**src/rtl/cla_seq_adder.sv**
```systemverilog
// cla_seq_adder
//   Multi-cycle WIDTH-bit add/subtract engine. One operand pair is latched
//   through an input valid/ready handshake. A single 16-bit two-level
//   carry-lookahead slice (four 4-bit lookahead groups plus one second-level
//   group) is then applied to the operands, least-significant slice first.
//   A registered carry links consecutive slices. The result is held behind an
//   output valid/ready handshake.
//
// Handshakes: a transfer happens on a rising edge where valid and ready are
//   both high. Ready never depends combinationally on valid, and valid never
//   depends combinationally on ready. Both in_ready and out_valid are decoded
//   from the state register only.
//
// Ports:
//   clk        clock, rising edge
//   rst_n      asynchronous active-low reset
//   in_valid   operand pair offered
//   in_ready   block can accept (IDLE only)
//   a, b       operands (WIDTH bits)
//   sub        0: a+b, 1: a-b
//   out_valid  result held and valid (DONE)
//   out_ready  consumer takes the result
//   sum        WIDTH-bit result
//   cout       carry out of the top bit (for sub: 1 = no borrow)
//   ovf        signed overflow
//
// WIDTH must be a multiple of 16 and at least 32.
module cla_seq_adder #(
    parameter int WIDTH = 64
) (
    input  logic             clk,
    input  logic             rst_n,
    input  logic             in_valid,
    output logic             in_ready,
    input  logic [WIDTH-1:0] a,
    input  logic [WIDTH-1:0] b,
    input  logic             sub,
    output logic             out_valid,
    input  logic             out_ready,
    output logic [WIDTH-1:0] sum,
    output logic             cout,
    output logic             ovf
);
    localparam int NSLICE = WIDTH / 16;
    localparam int IDX_W  = $clog2(NSLICE);

    typedef enum logic [1:0] {
        IDLE = 2'd0,
        RUN  = 2'd1,
        DONE = 2'd2
    } state_t;

    state_t           state, state_nxt;
    logic [IDX_W-1:0] idx;
    logic [WIDTH-1:0] a_r, b_r;
    logic             carry_r;
    logic             last;

    // Slice datapath
    logic [15:0] a_s, b_s, p_s, g_s, c_bits, s_s;
    logic [3:0]  grp_p, grp_g, grp_c;
    logic [5:0]  lvl, top;
    logic        c_s;

    // 4-bit lookahead group: returns {PP, GG, c3, c2, c1, c0}
    function automatic logic [5:0] cla4(input logic [3:0] p, input logic [3:0] g,
                                        input logic c0);
        logic c1, c2, c3, pp, gg;
        c1 = g[0] | (p[0] & c0);
        c2 = g[1] | (p[1] & g[0]) | (p[1] & p[0] & c0);
        c3 = g[2] | (p[2] & g[1]) | (p[2] & p[1] & g[0]) | (p[2] & p[1] & p[0] & c0);
        pp = &p;
        gg = g[3] | (p[3] & g[2]) | (p[3] & p[2] & g[1]) | (p[3] & p[2] & p[1] & g[0]);
        return {pp, gg, c3, c2, c1, c0};
    endfunction

    assign last = (idx == IDX_W'(NSLICE - 1));

    // Select the active 16-bit field of the latched operands
    always_comb begin
        a_s = '0;
        b_s = '0;
        for (int i = 0; i < NSLICE; i++) begin
            if (idx == IDX_W'(i)) begin
                a_s = a_r[i*16 +: 16];
                b_s = b_r[i*16 +: 16];
            end
        end
    end

    // Two-level lookahead: group PP/GG first (independent of carry-in),
    // then the second level produces each group's carry-in, then bit carries.
    always_comb begin
        p_s    = a_s ^ b_s;
        g_s    = a_s & b_s;
        grp_p  = '0;
        grp_g  = '0;
        c_bits = '0;
        lvl    = '0;
        for (int j = 0; j < 4; j++) begin
            lvl      = cla4(p_s[j*4 +: 4], g_s[j*4 +: 4], 1'b0);
            grp_p[j] = lvl[5];
            grp_g[j] = lvl[4];
        end
        top   = cla4(grp_p, grp_g, carry_r);
        grp_c = top[3:0];
        for (int j = 0; j < 4; j++) begin
            lvl              = cla4(p_s[j*4 +: 4], g_s[j*4 +: 4], grp_c[j]);
            c_bits[j*4 +: 4] = lvl[3:0];
        end
        s_s = p_s ^ c_bits;
        c_s = top[4] | (top[5] & carry_r);
    end

    // Next-state and handshake outputs
    always_comb begin
        state_nxt = state;
        in_ready  = 1'b0;
        out_valid = 1'b0;
        case (state)
            IDLE: begin
                in_ready = 1'b1;
                if (in_valid) state_nxt = RUN;
            end
            RUN: begin
                if (last) state_nxt = DONE;
            end
            DONE: begin
                out_valid = 1'b1;
                if (out_ready) state_nxt = IDLE;
            end
            default: state_nxt = IDLE;
        endcase
    end

    always_ff @(posedge clk or negedge rst_n) begin
        if (!rst_n) begin
            state   <= IDLE;
            idx     <= '0;
            a_r     <= '0;
            b_r     <= '0;
            carry_r <= 1'b0;
            sum     <= '0;
            cout    <= 1'b0;
            ovf     <= 1'b0;
        end else begin
            state <= state_nxt;
            case (state)
                IDLE: begin
                    if (in_valid) begin
                        // Subtraction is a + ~b + 1: invert b, seed carry with 1
                        a_r     <= a;
                        b_r     <= sub ? ~b : b;
                        carry_r <= sub;
                        idx     <= '0;
                    end
                end
                RUN: begin
                    for (int i = 0; i < NSLICE; i++) begin
                        if (idx == IDX_W'(i)) sum[i*16 +: 16] <= s_s;
                    end
                    carry_r <= c_s;
                    if (last) begin
                        cout <= c_s;
                        // Uses the already-inverted b, so add and sub share the rule
                        ovf  <= (a_r[WIDTH-1] == b_r[WIDTH-1]) & (s_s[15] != a_r[WIDTH-1]);
                    end else begin
                        idx <= idx + 1'b1;
                    end
                end
                default: ;
            endcase
        end
    end
endmodule

```
**config.mk**
```make
export PLATFORM = sky130hd
export DESIGN_NAME = cla_seq_adder
export DESIGN_NICKNAME = d
export VERILOG_FILES = /design/src/rtl/cla_seq_adder.sv
export SDC_FILE = /design/constraint.sdc
export NUM_CORES = 1
export LEC_CHECK = 0
export ABC_AREA = 1
export BUFFER_PORTS_ARGS = -buffer_cell sky130_fd_sc_hd__buf_2
export CAP_MARGIN = 20
export CORE_MARGIN = 3
export CORE_UTILIZATION = 27
export CTS_CLUSTER_DIAMETER = 30
export DETAILED_ROUTE_END_ITERATION = 16
export PLACE_DENSITY_LB_ADDON = 0.3
export SLEW_MARGIN = 15
export SYNTH_ARGS = -nofsm -noshare
export SYNTH_HDL_FRONTEND = slang
export SYNTH_SLANG_ARGS = --single-unit
```
**constraint.sdc**
```tcl
create_clock -name clk -period 4.8 [get_ports clk]
set_clock_uncertainty 0.2 [all_clocks]
set_input_delay 0.72 -clock clk [delete_from_list [all_inputs] [get_ports clk]]
set_output_delay 0.72 -clock clk [all_outputs]
set_load 0.02 [all_outputs]
```
==> results of run 1 <==
## logic make-up after synthesis
kind of cell,after synthesis,synth area share [%]
and+or+nand+nor,562,23.13
xor gates and xnor gates,70,6.309
DFF,199,51.25
AOI/OAI and AO/OA,189,11.11
buffers and inverters,104,4.803
adders and majority gates,24,3.399
## registers in the layout (all words and copies together) (netlist names)
name,flops
a_r,64
b_r,64
sum,64
idx,2
state,2
carry_r,1
cout,1
ovf,1
## metal layers
metal | part of all wire, % | up-vias | track usage, %
met5 | 0 | - | 0
met4 | 1.2 | 0 | 3.882
met3 | 5.5 | 17 | 3.040
met2 | 45 | 248 | 25.28
met1 | 48 | 3878 | 23.47
li1 | - | 4030 | -
## placed cells by master (no fill, tap or decap), types with 2 or more instances in the layout
master,synthesis,routed
sky130_fd_sc_hd__nand2_1,460,459
sky130_fd_sc_hd__a211oi_1,2,2
sky130_fd_sc_hd__nor2_2,4,4
sky130_fd_sc_hd__inv_8,0,7
sky130_fd_sc_hd__xnor2_1,66,66
sky130_fd_sc_hd__nand3_1,34,34
sky130_fd_sc_hd__clkinv_8,0,5
sky130_fd_sc_hd__inv_6,0,2
sky130_fd_sc_hd__nor2_4,3,3
sky130_fd_sc_hd__o31ai_1,14,14
sky130_fd_sc_hd__ha_1,20,20
sky130_fd_sc_hd__fa_1,4,4
sky130_fd_sc_hd__nand3b_1,2,2
sky130_fd_sc_hd__buf_2,31,198
sky130_fd_sc_hd__a21oi_1,49,49
sky130_fd_sc_hd__xor2_1,4,4
sky130_fd_sc_hd__nor2_1,42,42
sky130_fd_sc_hd__a22o_1,2,2
sky130_fd_sc_hd__inv_2,6,6
sky130_fd_sc_hd__dfrtp_1,199,199
sky130_fd_sc_hd__nor3_1,2,2
sky130_fd_sc_hd__o21a_1,2,2
sky130_fd_sc_hd__nand3_2,4,4
sky130_fd_sc_hd__buf_4,8,10
sky130_fd_sc_hd__o21ai_1,7,7
sky130_fd_sc_hd__a31oi_1,3,3
sky130_fd_sc_hd__nand2_2,7,7
sky130_fd_sc_hd__inv_1,33,33
sky130_fd_sc_hd__a221oi_1,14,14
sky130_fd_sc_hd__o21ai_2,2,2
sky130_fd_sc_hd__clkbuf_16,0,17
sky130_fd_sc_hd__o21ai_0,87,87
sky130_fd_sc_hd__a22oi_1,5,5
## worst reg2reg max path: stages (launching register included)
cell                      delay [ps]
sky130_fd_sc_hd__dfrtp_1         390
sky130_fd_sc_hd__inv_1           100
sky130_fd_sc_hd__ha_1            220
sky130_fd_sc_hd__inv_1           250
sky130_fd_sc_hd__buf_4           300
sky130_fd_sc_hd__nor2_1           70
sky130_fd_sc_hd__o31ai_1         630
sky130_fd_sc_hd__ha_1            380
sky130_fd_sc_hd__nand2_1          70
sky130_fd_sc_hd__nor2_1           40
sky130_fd_sc_hd__nand2_1          60
sky130_fd_sc_hd__nand3_2         120
sky130_fd_sc_hd__nand2_1          90
sky130_fd_sc_hd__nand3_2         120
sky130_fd_sc_hd__fa_1            450
sky130_fd_sc_hd__xor2_1          450
sky130_fd_sc_hd__nand2_1         100
sky130_fd_sc_hd__nand2_1          80
## how the worst max path moves through the flow
stage | start | endpoint | slack [ps] | cells after the start
2_1_floorplan | idx[0] | sum[25] | 1450 | 18
3_3_place_gp | idx[0] | sum[57] | 710 | 18
3_5_place_dp | idx[0] | sum[57] | 660 | 17
4_1_cts | idx[0] | sum[57] | 620 | 17
5_1_grt | idx[0] | sum[41] | 380 | 18
6_report | idx[0] | sum[9] | 620 | 17
## power breakdown
part / switching (mW) / internal [mW]
registers: 0.529 / 2.47
logic: 3.36 / 1.55
clock network: 0.779 / 0.721
total: 4.67 / 4.74
## layout make-up
class	count	area [um^2]
clock inverters	15	193.9
flip-flops and latches	199	4980
fillers	3666	23280
repair buffers	210	1100
clock buffers	17	425.4
well taps	455	569.3
inverters	39	146.4
multi-input cells	845	4278
## through the flow
stage	setup WS, ps	power, mW	utilization, %
final	620.0	9.407	33.44
after global routing	375.9	10.21	33.44
after floorplan	1445	6.216	-
after CTS	620.4	9.454	33.44
after global placement	707.6	7.834	31.67
after detailed placement	655.4	7.924	31.67
==> impl_summary.md, run 1 <==
Synthesis
In this run, synthesis inferred 0 flip-flops with an integrated enable. By area the synthesized netlist is led by sky130_fd_sc_hd__dfrtp_1 (51%), sky130_fd_sc_hd__nand2_1 (18%), sky130_fd_sc_hd__xnor2_1 (5.9%). The part of the Yosys area used for sequential elements is between 50% and 60%. The mean instance size in the synthesized netlist is between 8 and 9 um^2. The net count after synthesis is 1305.

The largest area contributor in the synthesized netlist is sky130_fd_sc_hd__dfrtp_1. The number of distinct standard cells referenced by the synthesized netlist is 37. Counting instances in the post-synthesis netlist gives the leading cell types as sky130_fd_sc_hd__nand2_1 (460), sky130_fd_sc_hd__dfrtp_1 (199), sky130_fd_sc_hd__o21ai_0 (87), sky130_fd_sc_hd__xnor2_1 (66), sky130_fd_sc_hd__a21oi_1 (49). For this run, asynchronously set or reset flops after synthesis account for 100.0%. Yosys printed 0 warnings.

In the post-synthesis netlist, the cell with the most instances is sky130_fd_sc_hd__nand2_1. The most used flip-flop cell after synthesis is sky130_fd_sc_hd__dfrtp_1. The share of the synthesized area in the top cell type is between 50 and 60%. The synthesized flop and latch total is around 200. The cell count after synthesis came out at approximately 1100. The post-synth design cell area is just under 10000 um^2.

Setup path
The largest delay contributor family on the critical path is adder cells. The cell that appears most often on the critical path is sky130_fd_sc_hd__nand2_1. The setup path with the least slack is of type reg2reg. The required time at the worst-slack endpoint is 4980 ps.

For this run, the slowest stage of the critical path takes about 630 ps. The worst register-to-register path begins at idx[0]. STA puts the critical path data arrival time at 4360 ps. The number of cells traversed by the worst register-to-register path is 17. The maximum fanout along the worst path is 16. The endpoint identified for the worst register-to-register timing path is sum[9]. STA classifies the critical path endpoint as a register. The nature of the critical path startpoint is a register. Among all stages on the critical path, the largest delay is contributed by sky130_fd_sc_hd__o31ai_1. Walking the worst path, the cells encountered are inv_1, ha_1, inv_1, buf_4, nor2_1, o31ai_1, ha_1, nand2_1, nor2_1, nand2_1, nand3_2, nand2_1, nand3_2, fa_1, xor2_1, nand2_1, nand2_1.

The worst register-to-register path has a setup slack of about 620 ps. Counting both buffers and inverters, the worst setup path holds a total of 3.

GRT
The number of antenna violations at the first check in global routing is 1. The number of global-route vias before repair is between 8000 and 9000. Summed over all layers, the global routing overflow is 0. The first global-routing pass estimated 48000 um of wire.

Entering global routing, the biggest net connects between 100 and 150 pins. The overall fraction of global-route tracks in use is about 16%.

Layout
In the final layout, the share of cells above drive strength 1 is 20.38%. After routing the design area is approximately 12000 um^2. The repair_antennas step left the layout with diodes totalling 0.

From synthesis to final layout, the design area changed by 20.33%. The non-filler instance count after layout is 1780. The final layout net count is around 1500.

Flow run
The tool flagged a number of max-cap violations equal to 0.

Die
The die is about 200 um wide. The area of the die is ~38000 um^2. The overall die height is a little under 200 um.

The number of I/O pins is around 200. The region available for standard cell placement spans about 35000 um^2. The count of standard-cell rows is 68. Once the floorplan was initialized, standard cells occupied 27.79% of the core.

Timing
The max-slew violation count came to 0. The ratio of final minimum period to clock period is 87.08%. The count of final hold-check violations is 0. The post-route setup TNS is 0 ps. Measured against its own limit, the worst slew margin works out to about two fifths. At the pin with the least slew margin, the transition time is between 900 and 1000 ps. After layout, the minimum clock period comes to 4180 ps. The highest clock frequency the design can meet is 0.2392 GHz. The number of setup violations in the final report is 0. Setup repair after global routing left no endpoint under its margin.

On the final layout, the worst hold slack is 115.8 ps.

Drt
After detailed routing, the average wire length per cell comes to approximately 17 um. The vias after detailed routing is about 8000. The post-route antenna net violation count is 0. The count of TritonRoute iterations in the first routing pass is 4. After detailed routing, the number of remaining DRC violations is 0. Summed over all layers, the routed wires come to about 31000 um. In the routed layout, each cell is associated on average with a via count of 4.592. For this block, the initial DRC count from the detailed router was roughly 460.

Clock tree
The deepest clock path buffer count is 2. In this run the clock root is driven by a sky130_fd_sc_hd__clkbuf_16. The number of buffers added by the clock tree synthesis step is 17. The source-to-sink clock delay at the later pin of the worst-skew pair is 460 ps. The post-cts repair resize count is 0. Clock-pin slew was measured on the worst setup and hold paths at around 80 ps.

The clock sink count is about 200. After clock tree synthesis, the setup repair step added 0 buffers. The number of hold buffers added after cts is 0.

TritonCTS built the clock tree. The H-tree generated during clock tree synthesis spans 4 levels.

Placement
The count of buffers added on input and output ports is 200. At the end of routability-driven placement, the weighted congestion stood at 0.8209. The HPWL after detailed placement is between 20000 and 25000 um. Counting tap cells, the placed design contains a total of around 1700 instances. The placed instances occupy a cell area of roughly 11000 um^2.

Outcome
The run finished with clean final reports.

Power
The worst-case IR drop observed on VDD is roughly 440 uV. The power per cell area is a little over 800 nW/um^2. The static leakage is roughly 5.9 nW.

Min path
The tightest min-delay check is of the in2async type.
Power figures use the tool's default switching activity.
==> inputs of run 2 (changes only) <==
- RECOVER_POWER: unset -> 25
- SKIP_CTS_REPAIR_TIMING: unset -> 1
- clock period: 4.8 -> 4.4 ns (I/O delays scaled with it)
==> run 2 against run 1 <==
The run now ends with max-capacitance violations, max-slew violations left. Wire length decreased by 2.3%. Clock power up 3%. Global-route usage down 0.34 points. Fmax increased by 4.3%. Critical path depth is 1 lower. Non-clock buffer count rose by 5. Power increased by 8.7%.
==> impl_summary.md, run 2 (synthesized netlist as in run 1, its figures left out) <==
Timing
Setup violations remaining at the end of the flow were counted as 0. The clock period minus final worst setup slack is around 4000 ps. After routing, the total negative slack on setup checks comes to 0 ps. Headroom to the max-slew limit came out at -92.19%. For this run, the top clock speed supported by timing is 0.2496 GHz. Setup slack on the critical path of the routed design comes to 393.9 ps. Setup repair after global routing left no endpoint under its margin.

The count of final hold-check violations is 0. The actual transition at the worst max-transition pin is between 2000 and 3000 ps. The max-slew violation count is ~120. The worst path uses around nine tenths of the clock period.

Layout
The final layout contains between 1000 and 1500 nets. The largest registers in the layout are a_r: 64 flops, b_r: 64 flops, sum: 64 flops. In the layout the commonest cells are sky130_fd_sc_hd__nand2_1 (459), sky130_fd_sc_hd__dfrtp_1 (199), sky130_fd_sc_hd__buf_2 (198). The growth of design area from synthesis to finish is 20.23%. The proportion of layout cells with a drive suffix above 1 is between 20% and 30%. The antenna cell count is 0.

Leaving out fill and tap cells, the most frequent cell in the layout is sky130_fd_sc_hd__nand2_1.

Clock tree
The clock sink count is 199. The TritonCTS clock tree is built. After clock tree synthesis, the clock-pin slew on the worst setup and hold paths is roughly 90 ps. The number of buffers added by the clock tree synthesis step is 17.

The number of H-tree branching levels is 4. The source-to-sink clock delay at the later pin of the worst-skew pair is approximately 450 ps. The deepest clock path buffer count is 2.

The root cell of the clock tree is sky130_fd_sc_hd__clkbuf_16.

Drt
The ratio of routed vias to standard cells is 4.537. The detail route stage leaves a number of antenna-violating nets equal to 0. The routed length per placed instance is 16.95 um. For this run, design rule violations remaining after detail routing come to 0. The final wirelength is 30260 um.

The starting DRC count in detailed routing is 714. The first detailed-routing pass took 5 iterations. The vias after detailed routing is approximately 8100.

Die
The count of standard-cell rows is 68. From bottom edge to top edge, the die measures between 150 and 200 um. The initial core utilization is approximately 28%. The die covers about 38000 um^2. The horizontal extent of the die is approximately 200 um. For this design the top-level I/O count stands at 201. The area of the core is 34970 um^2.

Setup path
The worst register-to-register path has a setup slack of slightly below 400 ps. The critical path goes through inv_1, ha_1, inv_1, nor2_4, buf_12, a221oi_1, o31ai_1, ha_1, nand2_1, nand2_2, nand2_2, nand3_2, fa_1, xor2_1, nand2_1, nand2_1. Data on the critical path arrives at its endpoint at around 4200 ps. The most used cell along the critical path is sky130_fd_sc_hd__nand2_1. The endpoint identified for the worst register-to-register timing path is sum[9]. The cell type of the slowest stage on the worst timing path is sky130_fd_sc_hd__o31ai_1. The startpoint identified for the worst register-to-register timing path is idx[0]. The number of cells traversed by the worst register-to-register path is 16.

For the worst setup path, the data required time is ~4600 ps. The worst setup path is launched from a register. The worst setup path is captured at a register.

The largest single stage delay on the critical path is 510 ps. The type of the worst setup path is reg2reg. The maximum fanout along the worst path is 18.

Placement
The HPWL after detailed placement is around 23000 um. Timing analysis after detailed placement gives a worst setup slack of approximately 210 ps. The routability-driven placement congestion ratio is 0.8477.

Buffers placed on the I/O ports in this run total 200.

Power
The static leakage is about 6 nW. The worst vdd rail ir drop is ~370 uV. Power spread over the standard cell area amounts to slightly below 900 nW/um^2.

Flow run
The max capacitance violation total is 1.

Outcome
The run finished, with violations left. The final reports fail on max-capacitance violations, max-slew violations.

GRT
The total congestion overflow is 0. The number of antenna violations at the first check in global routing was 0. Entering global routing, the biggest net connects around 120 pins. The overall fraction of global-route tracks in use is between 15 and 20%.

The first-pass GRT wire length is 47110 um. The number of global-route vias before repair came to slightly above 8000.

Min path
The tightest min-delay check is of the in2reg type. The startpoint identified for the worst hold timing path is out_ready. Along the worst hold path, the cell count comes to 2. The worst min-delay path endpoint is state[1].
run 2: worst max-delay path: cells and delay by family, from the launching register on:
| family | cells | cell delay, ps |
|---|---|---|
| xor gates and xnor gates | 1 | 430 |
| DFF | 1 | 420 |
| adders and majority gates | 3 | 1040 |
| AOI/OAI and AO/OA | 2 | 600 |
| and+or+nand+nor | 7 | 820 |
| buffers and inverters | 3 | 410 |
run 2: power by group:
group          total, mW  leakage [nW]  internal (mW)  switching [mW]
combinational       5.40          3.17           1.72            3.68
clock               1.55         0.278          0.759           0.794
sequential          3.27          2.49           2.69           0.573
total               10.2          5.94           5.17            5.05
run 2: cell type report:
class / count / area (um^2)
well taps: 455 / 569.3
clock inverters: 15 / 153.9
repair buffers: 215 / 1125
inverters: 39 / 146.4
flip-flops and latches: 199 / 4980
multi-input cells: 845 / 4283
fillers: 3725 / 23290
clock buffers: 17 / 425.4
run 2: routing by layer:
layer / up-vias / share of wire [%] / GRT usage, %
met2: 264 / 43 / 23.47
met5: - / 0 / 0
li1: 4032 / - / -
met3: 25 / 6.5 / 3.452
met4: 0 / 1.8 / 4.436
met1: 3777 / 48 / 23.47
run 2: metrics by stage:
stage	cells	power (mW)	util, %	hold slack (ps)	area (um^2)
2_1_floorplan	1148	6.781	-	164.4	9717
3_3_place_gp	1753	8.596	31.77	257.8	11110
3_5_place_dp	1753	8.680	31.77	263.3	11110
4_1_cts	1785	10.26	33.43	157.1	11690
5_1_grt	1785	11.14	33.41	164.2	11680
6_report	1785	10.22	33.41	181.7	11680
run 2: worst max-delay path by stage:
stage | startpoint | cells past startpoint | to
3_5_place_dp | idx[0] | 18 | sum[9]
6_report | idx[0] | 16 | sum[9]
4_1_cts | idx[0] | 18 | sum[9]
5_1_grt | idx[0] | 18 | sum[57]
2_1_floorplan | idx[0] | 18 | sum[25]
3_3_place_gp | idx[0] | 18 | sum[57]
